$ cat config.mk
export PLATFORM = sky130hd
export DESIGN_NAME = vram_write_buffer
export DESIGN_NICKNAME = d
export VERILOG_FILES = /design/src/rtl/vram_write_buffer.sv
export SDC_FILE = /design/constraint.sdc
export NUM_CORES = 1
export LEC_CHECK = 0
export ABC_AREA = 1
export CAP_MARGIN = 20
export CORE_MARGIN = 4
export CORE_UTILIZATION = 55
export DETAILED_ROUTE_END_ITERATION = 10
export GPL_TIMING_DRIVEN = 0
export HOLD_SLACK_MARGIN = 0.12
export PLACE_DENSITY_LB_ADDON = 0.2
export SLEW_MARGIN = 20
export SYNTH_ARGS = -nofsm -noshare
export SYNTH_HDL_FRONTEND = slang
export SYNTH_SLANG_ARGS = --single-unit
$ cat constraint.sdc
create_clock -name clk -period 2.05 [get_ports clk]
set_input_delay 0.3075 -clock clk [delete_from_list [all_inputs] [get_ports clk]]
set_output_delay 0.3075 -clock clk [all_outputs]
set_load 0.01 [all_outputs]
$ cat src/rtl/vram_write_buffer.sv
// vram_write_buffer
//
// Producer side of the GPU VRAM write port. CPU byte writes are accepted on
// any cycle and queued in a circular FIFO; they are replayed to VRAM one byte
// per clock, and only while video timing reports the writable window, so the
// renderers never see memory change mid-frame.
//
// Ports:
//   clk           pixel clock
//   rst           asynchronous, active-high reset
//   cpu_wr_en     CPU write request, one byte per asserted cycle
//   cpu_address   CPU write address
//   cpu_data      CPU write data
//   writable      VRAM write window from video timing
//   clr_overflow  clears the sticky overflow flag
//   vram_we       VRAM write strobe, one cycle per byte
//   vram_address  VRAM write address
//   vram_data     VRAM write data
//   full          FIFO holds DEPTH entries
//   empty         FIFO holds no entries
//   count         current occupancy
//   overflow      sticky: at least one CPU write was dropped
//   drained       empty and no write in flight

`ifndef VRAM_ADDR_WIDTH
`define VRAM_ADDR_WIDTH 16
`endif

module vram_write_buffer #(
  parameter int ADDR_WIDTH = `VRAM_ADDR_WIDTH,
  parameter int DEPTH      = 16
) (
  input  logic                       clk,
  input  logic                       rst,
  input  logic                       cpu_wr_en,
  input  logic [ADDR_WIDTH-1:0]      cpu_address,
  input  logic [7:0]                 cpu_data,
  input  logic                       writable,
  input  logic                       clr_overflow,
  output logic                       vram_we,
  output logic [ADDR_WIDTH-1:0]      vram_address,
  output logic [7:0]                 vram_data,
  output logic                       full,
  output logic                       empty,
  output logic [$clog2(DEPTH):0]     count,
  output logic                       overflow,
  output logic                       drained
);

  localparam int PTR_W = $clog2(DEPTH);
  localparam int CNT_W = PTR_W + 1;

  localparam logic [PTR_W-1:0] PTR_ONE   = PTR_W'(1);
  localparam logic [CNT_W-1:0] CNT_ONE   = CNT_W'(1);
  localparam logic [CNT_W-1:0] CNT_DEPTH = CNT_W'(DEPTH);

  logic [ADDR_WIDTH-1:0] mem_address [DEPTH];
  logic [7:0]            mem_data    [DEPTH];

  logic [PTR_W-1:0] wr_ptr;
  logic [PTR_W-1:0] rd_ptr;
  logic [CNT_W-1:0] count_next;

  logic push;
  logic pop;

  // full/empty are the registered flags from before the edge, so a pop in the
  // same cycle never rescues a push into a full FIFO, and a push into an
  // empty FIFO is not popped until the following edge.
  assign push = cpu_wr_en && !full;
  assign pop  = writable && !empty;

  assign drained = empty && !vram_we;

  // NOTE: combinational blocks assign a default first so no path leaves the
  // output unassigned, which would otherwise infer a latch.
  always_comb begin
    count_next = count;
    unique case ({push, pop})
      2'b10:   count_next = count + CNT_ONE;
      2'b01:   count_next = count - CNT_ONE;
      default: count_next = count;
    endcase
  end

  // NOTE: storage array has no reset; stale contents are unreachable because
  // the pointers and count are reset, and leaving it unreset lets it map to RAM.
  always_ff @(posedge clk) begin
    if (push) begin
      mem_address[wr_ptr] <= cpu_address;
      mem_data[wr_ptr]    <= cpu_data;
    end
  end

  // NOTE: all sequential state uses non-blocking assignments so every
  // register samples pre-edge values regardless of statement order.
  always_ff @(posedge clk or posedge rst) begin
    if (rst) begin
      wr_ptr       <= '0;
      rd_ptr       <= '0;
      count        <= '0;
      full         <= 1'b0;
      empty        <= 1'b1;
      overflow     <= 1'b0;
      vram_we      <= 1'b0;
      vram_address <= '0;
      vram_data    <= '0;
    end else begin
      if (push) begin
        wr_ptr <= wr_ptr + PTR_ONE;
      end

      if (pop) begin
        rd_ptr       <= rd_ptr + PTR_ONE;
        vram_address <= mem_address[rd_ptr];
        vram_data    <= mem_data[rd_ptr];
      end
      // Strobe lasts exactly one cycle per popped entry; address/data hold.
      vram_we <= pop;

      count <= count_next;
      full  <= (count_next == CNT_DEPTH);
      empty <= (count_next == '0);

      // A drop on the same edge as a clear leaves the flag set.
      if (cpu_wr_en && full) begin
        overflow <= 1'b1;
      end else if (clr_overflow) begin
        overflow <= 1'b0;
      end
    end
  end

endmodule
# == After elaboration in Yosys (flattened, before gate mapping) ==
# Memory sizes are Yosys's and may differ from the RTL's. A register that Yosys moved wholly into a read port is not among the register bits.
# Index checks and enable logic that the tools add are counted.
# classes
addsub,4
n_reduce_logical,9
div_mod_pow,0
n_shift,0
mux,5
n_eq_ne,3
magnitude_cmp,0
mul,0
bitwise_logic,0
# op_table
cell,count
one-hot mux 5 bit (2 select lines),1
"adder 4 x 1 -> 4 bit, second input constant",2
"adder 5 x 1 -> 5 bit, second input constant",1
"equality test 5 bit, second input constant",1
logical NOT 5 bit,1
"subtractor 5 x 1 -> 5 bit, second input constant",1
logical AND 1 bit,4
two-way mux 1 bit,4
logical NOT 1 bit,3
"equality test 2 x 1 -> 1 bit, second input constant",1
"equality test 2 bit, second input constant",1
nonzero test 2 bit,1
# totals
reg_bits,17
rom_bits,0
elab_cells,30
latch_bits,0
memories,2
input_bits,29
out_inout_bits,34
ram_bits,384
# mem_list
memory,words,width,rd,rd_clocked_by_memory_dff,wr,line_no,rtl
mem_address,16,16,1,1,1,57,logic [ADDR_WIDTH-1:0] mem_address [DEPTH];
mem_data,16,8,1,1,1,58,logic [7:0] mem_data [DEPTH];

# == Depth between registers and ports, before layout ==
# Gate-level depths: netlist of run 1.
# depth
ltp_word,5
depth_mapped,17
ltp_nobuf,17

# == Least setup slack after synthesis of run 1 ==
# OpenSTA, ideal clock, no wires.
# synth_path
path_type,reg2reg
from,register full
to,"memory mem_address[11][0] in the netlist's numbering, enable pin"
path_stages_with_launch,6
t_arrival_ns,1.891
period_less_slack_ns,2.295
n_path_buf,0
setup_time_ns,0.405
slack_ns,-0.245
required_ns,1.645
path_cell_list,dfrtp_1 -> inv_1 -> nand2_2 -> inv_1 -> nand2_1 -> nor2_1
# synth_via
elab_chain_len,4
# synth_lines
item,line_no,rtl
start: declaration,43,"output logic full,"
start signal: assignment,122,full <= (count_next == CNT_DEPTH);
logical NOT 1 bit,70,assign push = cpu_wr_en && !full;
logical AND 1 bit,70,
two-way mux 1 bit,89,if (push) begin
two-way mux 1 bit (implied by the code),90,mem_address[wr_ptr] <= cpu_address;
end: declaration,57,
# Every way passes these cells.

==> results of run 1 <==
==> through the flow <==
stage | power [mW] | utilization
after detailed placement | 21.1 | 0.617
after CTS | 29.1 | 0.675
after global placement | 20.5 | 0.598
after floorplan | 16.8 | -
after global routing | 30.7 | 0.680
final | 29.5 | 0.681
==> flip-flops by register name, indices dropped and copies added, names as in the netlist <==
register	cells
empty	1
vram_data	8
overflow	1
rd_ptr	4
vram_address	16
full	1
wr_ptr	4
mem_data	128
mem_address	256
count	5
vram_we	1
==> how the worst max path moves through the flow <==
stage	slack (ps)	endpoint	depth (start not counted)
final	10	vram_data[2]	7
after global routing	-50	full	16
after CTS	3	full	12
after detailed placement	-460	mem_address[15][6]	6
after global placement	-1940	mem_address[3][0]	5
after floorplan	-250	mem_address[11][0]	5
==> cells in the mapped netlist, drive strengths merged (22+ instances only) <==
library cell / count / share of area
buf: 43 / 0.015
edfxtp: 384 / 0.69
o211ai: 23 / 0.010
dfrtp: 40 / 0.060
o22ai: 38 / 0.014
nand3: 22 / 0.0066
clkbuf: 32 / 0.0073
mux2i: 26 / 0.016
o21ai: 186 / 0.056
o221ai: 22 / 0.012
inv: 27 / 0.0061
nand2: 168 / 0.038
nor2: 186 / 0.042
a21oi: 44 / 0.013
==> where the power goes <==
group / internal [mW] / switching [mW] / leakage (nW)
combinational: 3.54 / 6.97 / 2.47
sequential: 10.6 / 0.474 / 3.96
clock: 4.67 / 3.21 / 0.691
==> repair_timing <==
item / in CTS / in global routing
gates resized for setup: 11 / 50
buffers inserted: 18 / 7
pin swaps: 15 / 8
setup endpoints to repair: 189 / 45
==> metal layers <==
layer	vias to the layer above	routed length [µm]
li1	4941	-
met1	5550	17800
met2	647	21200
met3	123	4520
met4	0	1590
met5	-	0
==> cells by family after synthesis <==
family                   after synthesis
flip-flops                           425
XOR/XNOR                               7
buffers and inverters                103
multiplexers                          26
AND/OR/NAND/NOR                      380
AO/OA/AOI/OAI                        318
adder cells (fa/ha/maj)                7
==> area by class of cell <==
type	instances	area (µm²)
Multi-Input combinational cell	738	3830
Clock inverter	22	258
Sequential cell	425	12600
Buffer	75	422
Clock buffer	58	1170
Timing Repair Buffer	104	1430
Antenna cell	2	5.00
Tap cell	390	488
Fill cell	2016	9520
Inverter	28	106
==> results.json, run 1 <==
{
  "clockRootBuffer": "clkbuf_16",
  "cp.buffers_inverters": 2,
  "vias": 11261,
  "syn-num-nets": 1302,
  "syn_avg_cell_area_um2": 13.2,
  "synthArstFlopShare": 0.0965,
  "grt_pass1_wl_um": 66300,
  "synth_edf_count": 384,
  "required_ps": 2510,
  "synth_cell_types": 32,
  "crit_path_end_kind": "flop",
  "whs_ps": 164,
  "avgViaCountPerCell": 6.11,
  "synth_xor_area_frac": 0.00367,
  "dpl_cell_area_um2": 18400,
  "hold_viol_final": 0,
  "die-area_um2": 33200,
  "drt_pass1_iterations": 6,
  "place_ws_ps": -464,
  "ys_warn_count": 0,
  "hold_buffers": 0,
  "use_met2": 0.428,
  "r2r_setup_slack_ps": 10,
  "finalWirelength_um": 45200,
  "pin_count": 63,
  "timing.final.crit_share": 0.993,
  "core_area_um2": 29800,
  "final_cell_mix": "edfxtp_1 (384), nor2_1 (167), nand2_1 (165)",
  "r2r_cells": 7,
  "layout.nets": 1451,
  "crit_chain": "inv_2 > nor2_2 > clkbuf_4 > a21oi_1 > o211ai_1 > nand2_1 > o21ai_1",
  "clk_pin_slew_ps": 60,
  "finalMaxSlewViolations": 0,
  "synth_ff_type": "edfxtp_1",
  "drc": 0,
  "cp_data_arrival_time_ps": 2490,
  "start_util": 0.561,
  "period_minus_slack_ps": 2040,
  "max_stage_delay_ps": 560,
  "area_delta_synth_final_pct": 21.4,
  "r2r-start": "rd_ptr[2]",
  "synth_compound_area_frac": 0.107,
  "leakagePower_nw": 7.12,
  "slew-limit-headroom": 0.428,
  "die_w_um": 182,
  "ant_nets": 0,
  "layout_commonest_cell": "edfxtp_1",
  "die_y_um": 182,
  "rsz0062_at_grt": "true",
  "finalWorstSetupSlack_ps": 14.4,
  "crit_start": "rd_ptr[2]",
  "drive_above_1_share": 0.139,
  "cts-buffers-inserted": 43,
  "timing.rr.end": "vram_data[2]",
  "path_class": "reg2reg",
  "htreeDepth": 2,
  "powerDensity_nw_per_um2": 1460,
  "clk_latency_ps": 540,
  "max_cap_viol_count": 0,
  "final_cells": 1842,
  "final_area_um2": 20300,
  "first_global_vias": 10862,
  "clk_path_buf_depth": 3,
  "cts_tree": "done",
  "grt_max_degree": 22,
  "synthCells": 1266,
  "grt_usage": 0.268,
  "met3_usage": 0.0518,
  "synthSimpleGateAreaFrac": 0.0883,
  "fin_tns_setup_ps": 0,
  "critical_path.max_fanout": 10,
  "fp-row-count": 63,
  "detail_route.iter0.violations": 1408,
  "syn_area_um2": 16700,
  "finClkSkew_ps": 14.7,
  "ys_ff_latch": 425,
  "irDropWorstVdd_mv": 0.822,
  "synth_top_family_by_area": "compound AO/OA/AOI/OAI gates",
  "clock.fmax_mhz": 491,
  "globalRouteMet1Util": 0.372,
  "port_buffers": 62,
  "path_delay_family": "flip-flops",
  "post_drt_wl_per_cell_um": 24.5,
  "min_path_type": "in2async",
  "status": "completed",
  "gp_congestion": 0.847,
  "cp_slowest_cell": "dfrtp_1",
  "post-dp-hpwl_um": 28800,
  "synthMuxAreaShare": 0.0156,
  "cts_sinks": 425,
  "top_usage_layer": "met2",
  "dp_cells": 1735,
  "synth_fa_ha_area_frac": 0.00524,
  "critPathLaunchType": "flop",
  "tightest_slew_ps": 858,
  "antenna_found_initial": 0,
  "setup_violations": 0,
  "grt_overflow": 0,
  "ys_seq_area_frac": 0.752
}
(Power assumes the default switching activity.)
==> inputs of run 2 (changes only) <==
--- a/config.mk
+++ b/config.mk
@@ -7,6 +7,7 @@
 export LEC_CHECK = 0
 export ABC_AREA = 1
 export CAP_MARGIN = 20
+export CORE_ASPECT_RATIO = 2
 export CORE_MARGIN = 4
 export CORE_UTILIZATION = 55
 export DETAILED_ROUTE_END_ITERATION = 10
==> results.json, run 2 (synthesis results as in run 1) <==
{
  "leakagePower_nw": 7.01,
  "irDropWorstVdd_mv": 1.02,
  "finalWirelength_um": 47700,
  "vias": 11276,
  "grt_overflow": 0,
  "gp_congestion": 0.872,
  "multi_input_area_um2": 3900,
  "fin_tns_setup_ps": 0,
  "finalMaxSlewViolations": 0,
  "finClkSkew_ps": 19.8,
  "clk_path_buf_depth": 3,
  "layout.nets": 1442,
  "grt_pass1_wl_um": 69600,
  "cts-buffers-inserted": 36,
  "die_w_um": 131,
  "totalPowerFinal_mw": 28.8,
  "dpl_cell_area_um2": 18400,
  "start_util": 0.556,
  "die_y_um": 254,
  "tightest_slew_ps": 888,
  "avgViaCountPerCell": 6.26,
  "post_drt_wl_per_cell_um": 26.5,
  "first_global_vias": 11406,
  "critical_path.max_fanout": 10,
  "min_path_type": "in2async",
  "final_cell_mix": "edfxtp_1 (384), nor2_1 (166), o21ai_0 (164)",
  "period_minus_slack_ps": 2010,
  "post-dp-hpwl_um": 31300,
  "final_area_um2": 20000,
  "whs_ps": 200,
  "core_area_um2": 30100,
  "rsz0062_at_grt": "true",
  "pin_count": 63,
  "hold_buffers": 0,
  "top_register": "mem_address",
  "path_class": "reg2reg",
  "drt_pass1_iterations": 6,
  "detail_route.iter0.violations": 1542,
  "largest_reg_flops": 256,
  "hold_viol_final": 0,
  "setup_violations": 0,
  "grt_max_degree": 26,
  "fp-row-count": 90,
  "drc": 0,
  "critPathLaunchType": "flop",
  "timing.final.crit_share": 0.981,
  "fillCellCount": 2116,
  "seq_area_um2": 12600,
  "ant_nets": 0,
  "status": "completed",
  "required_ps": 2510,
  "antenna_found_initial": 0,
  "htreeDepth": 2,
  "cts_sinks": 425,
  "drive_above_1_share": 0.137,
  "clk_latency_ps": 540,
  "powerDensity_nw_per_um2": 1440,
  "biggestRegsByFlops": "mem_address: 256 flops, mem_data: 128 flops, vram_address: 16 flops",
  "cts_tree": "done",
  "port_buffers": 62,
  "crit_path_end_kind": "flop",
  "die-area_um2": 33400,
  "slew-limit-headroom": 0.408,
  "diodes": 0,
  "clockRootBuffer": "clkbuf_16",
  "grt_usage": 0.283,
  "area_delta_synth_final_pct": 19.7,
  "clock.fmax_mhz": 497,
  "layout_commonest_cell": "edfxtp_1",
  "max_cap_viol_count": 0,
  "clk_pin_slew_ps": 70,
  "cp_data_arrival_time_ps": 2470
}
run 2: changes by cell type in the layout (fill, tap and decap cells not counted), sizes merged:
cell / change
clkinv: +2
clkbuf: -7
bufinv: -2
clkinvlp: -4
buf: -4
inv: -1
diode: -2
run 2: repair_timing:
| action | CTS | global route |
|---|---|---|
| buffers inserted | 18 | 5 |
| resized for setup | 29 | 47 |
| endpoints found under the setup margin | 165 | 90 |
| pin swaps | 19 | 10 |
run 2: worst paths after layout:
| path | startpoint | end | slack [ps] | cells past startpoint |
|---|---|---|---|---|
| hold reg to reg | vram_address[0] | vram_address[0] | 480 | 2 |
| hold / removal | rst | vram_address[10] | 200 | 2 |
| min in group clk | clr_overflow | overflow | 350 | 2 |
| max in group asynchronous | rst | empty | 1220 | 3 |
| setup / recovery | rd_ptr[1] | vram_address[10] | 40 | 9 |
| setup reg to reg | rd_ptr[1] | vram_address[10] | 40 | 9 |
run 2: worst max-delay path, cell delays in order, from the launching register on:
cell and delay [ps]:
dfrtp_1 380, buf_2 200, clkinv_2 150, clkbuf_4 240
o21ai_0 130, o22ai_1 160, nand2_1 130, o211ai_1 160
nand2_1 180, o21ai_1 190
run 2: metrics by stage:
stage	setup WS [ps]	utilization	instances
3_3_place_gp	-1840	0.592	1696
6_report	39.5	0.665	1802
5_1_grt	-71.7	0.665	1802
3_5_place_dp	-621	0.611	1713
2_1_floorplan	-245	-	1266
4_1_cts	1.25	0.660	1797
run 2: area by class of cell:
type                    instances  share of cell area
repair buffers                102              0.0695
inverters                      28             0.00532
well taps                     368              0.0230
multi-input cells             738               0.195
clock inverters                17             0.00807
clock buffers                  49              0.0491
plain buffers                  75              0.0220
flip-flops and latches        425               0.628
run 2: routing by layer:
metal / share of wire / vias up / GRT usage
li1: - / 4910 / -
met1: 0.33 / 5578 / 0.303
met2: 0.54 / 607 / 0.530
met3: 0.058 / 181 / 0.0379
met4: 0.070 / 0 / 0.172
met5: 0 / - / 0
run 2: report_power, final:
group / switching [mW] / total, mW / leakage, nW / internal [mW]
clock network: 3.02 / 6.78 / 0.563 / 3.76
registers: 0.483 / 11.1 / 3.96 / 10.6
logic: 7.29 / 10.9 / 2.48 / 3.60
total: 10.8 / 28.8 / 7.01 / 18.0
==> inputs of run 3 (changes only) <==
--- a/config.mk
+++ b/config.mk
@@ -9,12 +9,12 @@
 export CAP_MARGIN = 20
 export CORE_ASPECT_RATIO = 2
 export CORE_MARGIN = 4
-export CORE_UTILIZATION = 55
+export CORE_UTILIZATION = 30
 export DETAILED_ROUTE_END_ITERATION = 10
 export GPL_TIMING_DRIVEN = 0
 export HOLD_SLACK_MARGIN = 0.12
 export PLACE_DENSITY_LB_ADDON = 0.2
-export SLEW_MARGIN = 20
+export SLEW_MARGIN = 0
 export SYNTH_ARGS = -nofsm -noshare
 export SYNTH_HDL_FRONTEND = slang
 export SYNTH_SLANG_ARGS = --single-unit
==> constraint.sdc (replaced) <==
create_clock -name clk -period 1.8 [get_ports clk]
set_input_delay 0.27 -clock clk [delete_from_list [all_inputs] [get_ports clk]]
set_output_delay 0.27 -clock clk [all_outputs]
set_load 0.01 [all_outputs]
==> results.json, run 3 (synthesis results as in run 1) <==
{
  "status": "finished with violations",
  "failed_checks": "negative setup slack",
  "grt_max_degree": 28,
  "final_cell_mix": "edfxtp_1 (384), nor2_1 (163), nand2_1 (159)",
  "htreeDepth": 2,
  "path_class": "reg2reg",
  "drt-met1-wl_um": 19200,
  "detail_route.iter0.violations": 712,
  "cp_data_arrival_time_ps": 2340,
  "critPathLaunchType": "flop",
  "first_global_vias": 11538,
  "start_util": 0.302,
  "largest_reg_flops": 256,
  "totalPowerFinal_mw": 34.7,
  "biggestRegsByFlops": "mem_address: 256 flops, mem_data: 128 flops, vram_address: 16 flops",
  "slew-limit-headroom": 0.517,
  "clockRootBuffer": "clkbuf_16",
  "finClkSkew_ps": 19.9,
  "top_register": "mem_address",
  "final_cells": 2212,
  "hold_viol_final": 0,
  "dp_cells": 2086,
  "whs_ps": 298,
  "cts_tree": "done",
  "clk_pin_slew_ps": 60,
  "diodes": 0,
  "min_path_type": "in2reg",
  "setup_violations": 75,
  "rsz0062_at_grt": "true",
  "timing.final.crit_share": 1.03,
  "gp_congestion": 0.825,
  "clk_path_buf_depth": 3,
  "layout_commonest_cell": "edfxtp_1",
  "crit_path_end_kind": "flop",
  "cp.buffers_inverters": 2,
  "port_buffers": 62,
  "max_stage_delay_ps": 560,
  "cp_slowest_cell": "dfstp_2",
  "drive_above_1_share": 0.181,
  "required_ps": 2280,
  "post-dp-hpwl_um": 36100,
  "path_delay_family": "simple AND/OR/NAND/NOR gates",
  "vias": 10958,
  "area_delta_synth_final_pct": 26.6,
  "core_area_um2": 55300,
  "crit_chain": "nor2_4 > nand2_2 > nand2_2 > nand2_2 > inv_2 > ha_4 > o21ai_1 > inv_1 > or2_4 > nor2_4 > nand3_2 > nor2_2",
  "crit_top_cell": "nand2_2",
  "finalMaxSlewViolations": 0,
  "grt_usage": 0.179,
  "layout.nets": 1473,
  "cts_sinks": 425,
  "finalWorstSetupSlack_ps": -61.6,
  "die-area_um2": 59800,
  "cts-buffers-inserted": 39,
  "avgViaCountPerCell": 4.95,
  "grt_pass1_wl_um": 77300,
  "ant_nets": 0,
  "tightest_slew_ps": 725,
  "pin_count": 63,
  "die_w_um": 175,
  "critical_path.max_fanout": 5,
  "post_drt_wl_per_cell_um": 25.0,
  "drt_pass1_iterations": 5,
  "clock.fmax_mhz": 537,
  "routed-wl-met2_um": 30800,
  "wl_met3_um": 1770,
  "period_minus_slack_ps": 1860,
  "irDropWorstVdd_mv": 0.852,
  "grt_overflow": 0,
  "finalWirelength_um": 55400,
  "max_cap_viol_count": 0,
  "clk_latency_ps": 570,
  "drc": 0,
  "fp-row-count": 122,
  "die_y_um": 342,
  "leakagePower_nw": 7.31,
  "powerDensity_nw_per_um2": 1640,
  "dr.max_layer_used": "met4",
  "antenna_found_initial": 0
}
-- run 3: what timing repair did --
item / in CTS / in global routing
pin swaps: 29 / 31
setup endpoints to repair: 425 / 68
gates cloned: 3 / 5
hold buffers: 1 / 0
buffers inserted: 40 / 7
gates resized for setup: 136 / 94
hold endpoints to repair: 14 / 0
-- run 3: per-layer routing --
layer | up-vias | global-route usage
met5 | - | 0
li1 | 4979 | -
met4 | 0 | 0.106
met3 | 157 | 0.0196
met1 | 5504 | 0.183
met2 | 318 | 0.344
-- run 3: worst paths after layout --
path	start	to	slack, ps	cells past startpoint
worst max-delay path	empty	full	-60	12
min in group asynchronous	rst	vram_address[2]	660	3
worst min register to register	vram_address[3]	vram_address[3]	480	2
worst max register to register	empty	full	-60	12
max in group asynchronous	rst	empty	510	4
worst min-delay path	clr_overflow	overflow	300	2
-- run 3: cell type report --
cell class | count | area [µm²]
Fill cell | 5304 | 34100
Sequential cell | 425 | 12600
Multi-Input combinational cell | 741 | 4030
Timing Repair Buffer | 129 | 1630
Clock buffer | 53 | 1060
Tap cell | 744 | 931
Buffer | 73 | 673
Clock inverter | 19 | 141
Inverter | 28 | 123
-- run 3: metrics by stage --
step	setup WS [ps]	TNS [ps]	util	cell area [µm²]
floorplan	-150	-46800	-	16800
global placement	-1560	-547650	0.331	18300
detailed placement	-940	-265730	0.339	18700
CTS	-99.8	-263	0.375	20700
global route	-142	-15910	0.383	21100
finish	-61.6	-1480	0.383	21100
-- run 3: where the power goes --
group | internal, mW | switching, mW | total, mW
Clock | 4.33 | 3.71 | 8.04
Sequential | 12.1 | 0.561 | 12.7
Combinational | 4.96 | 8.99 | 13.9
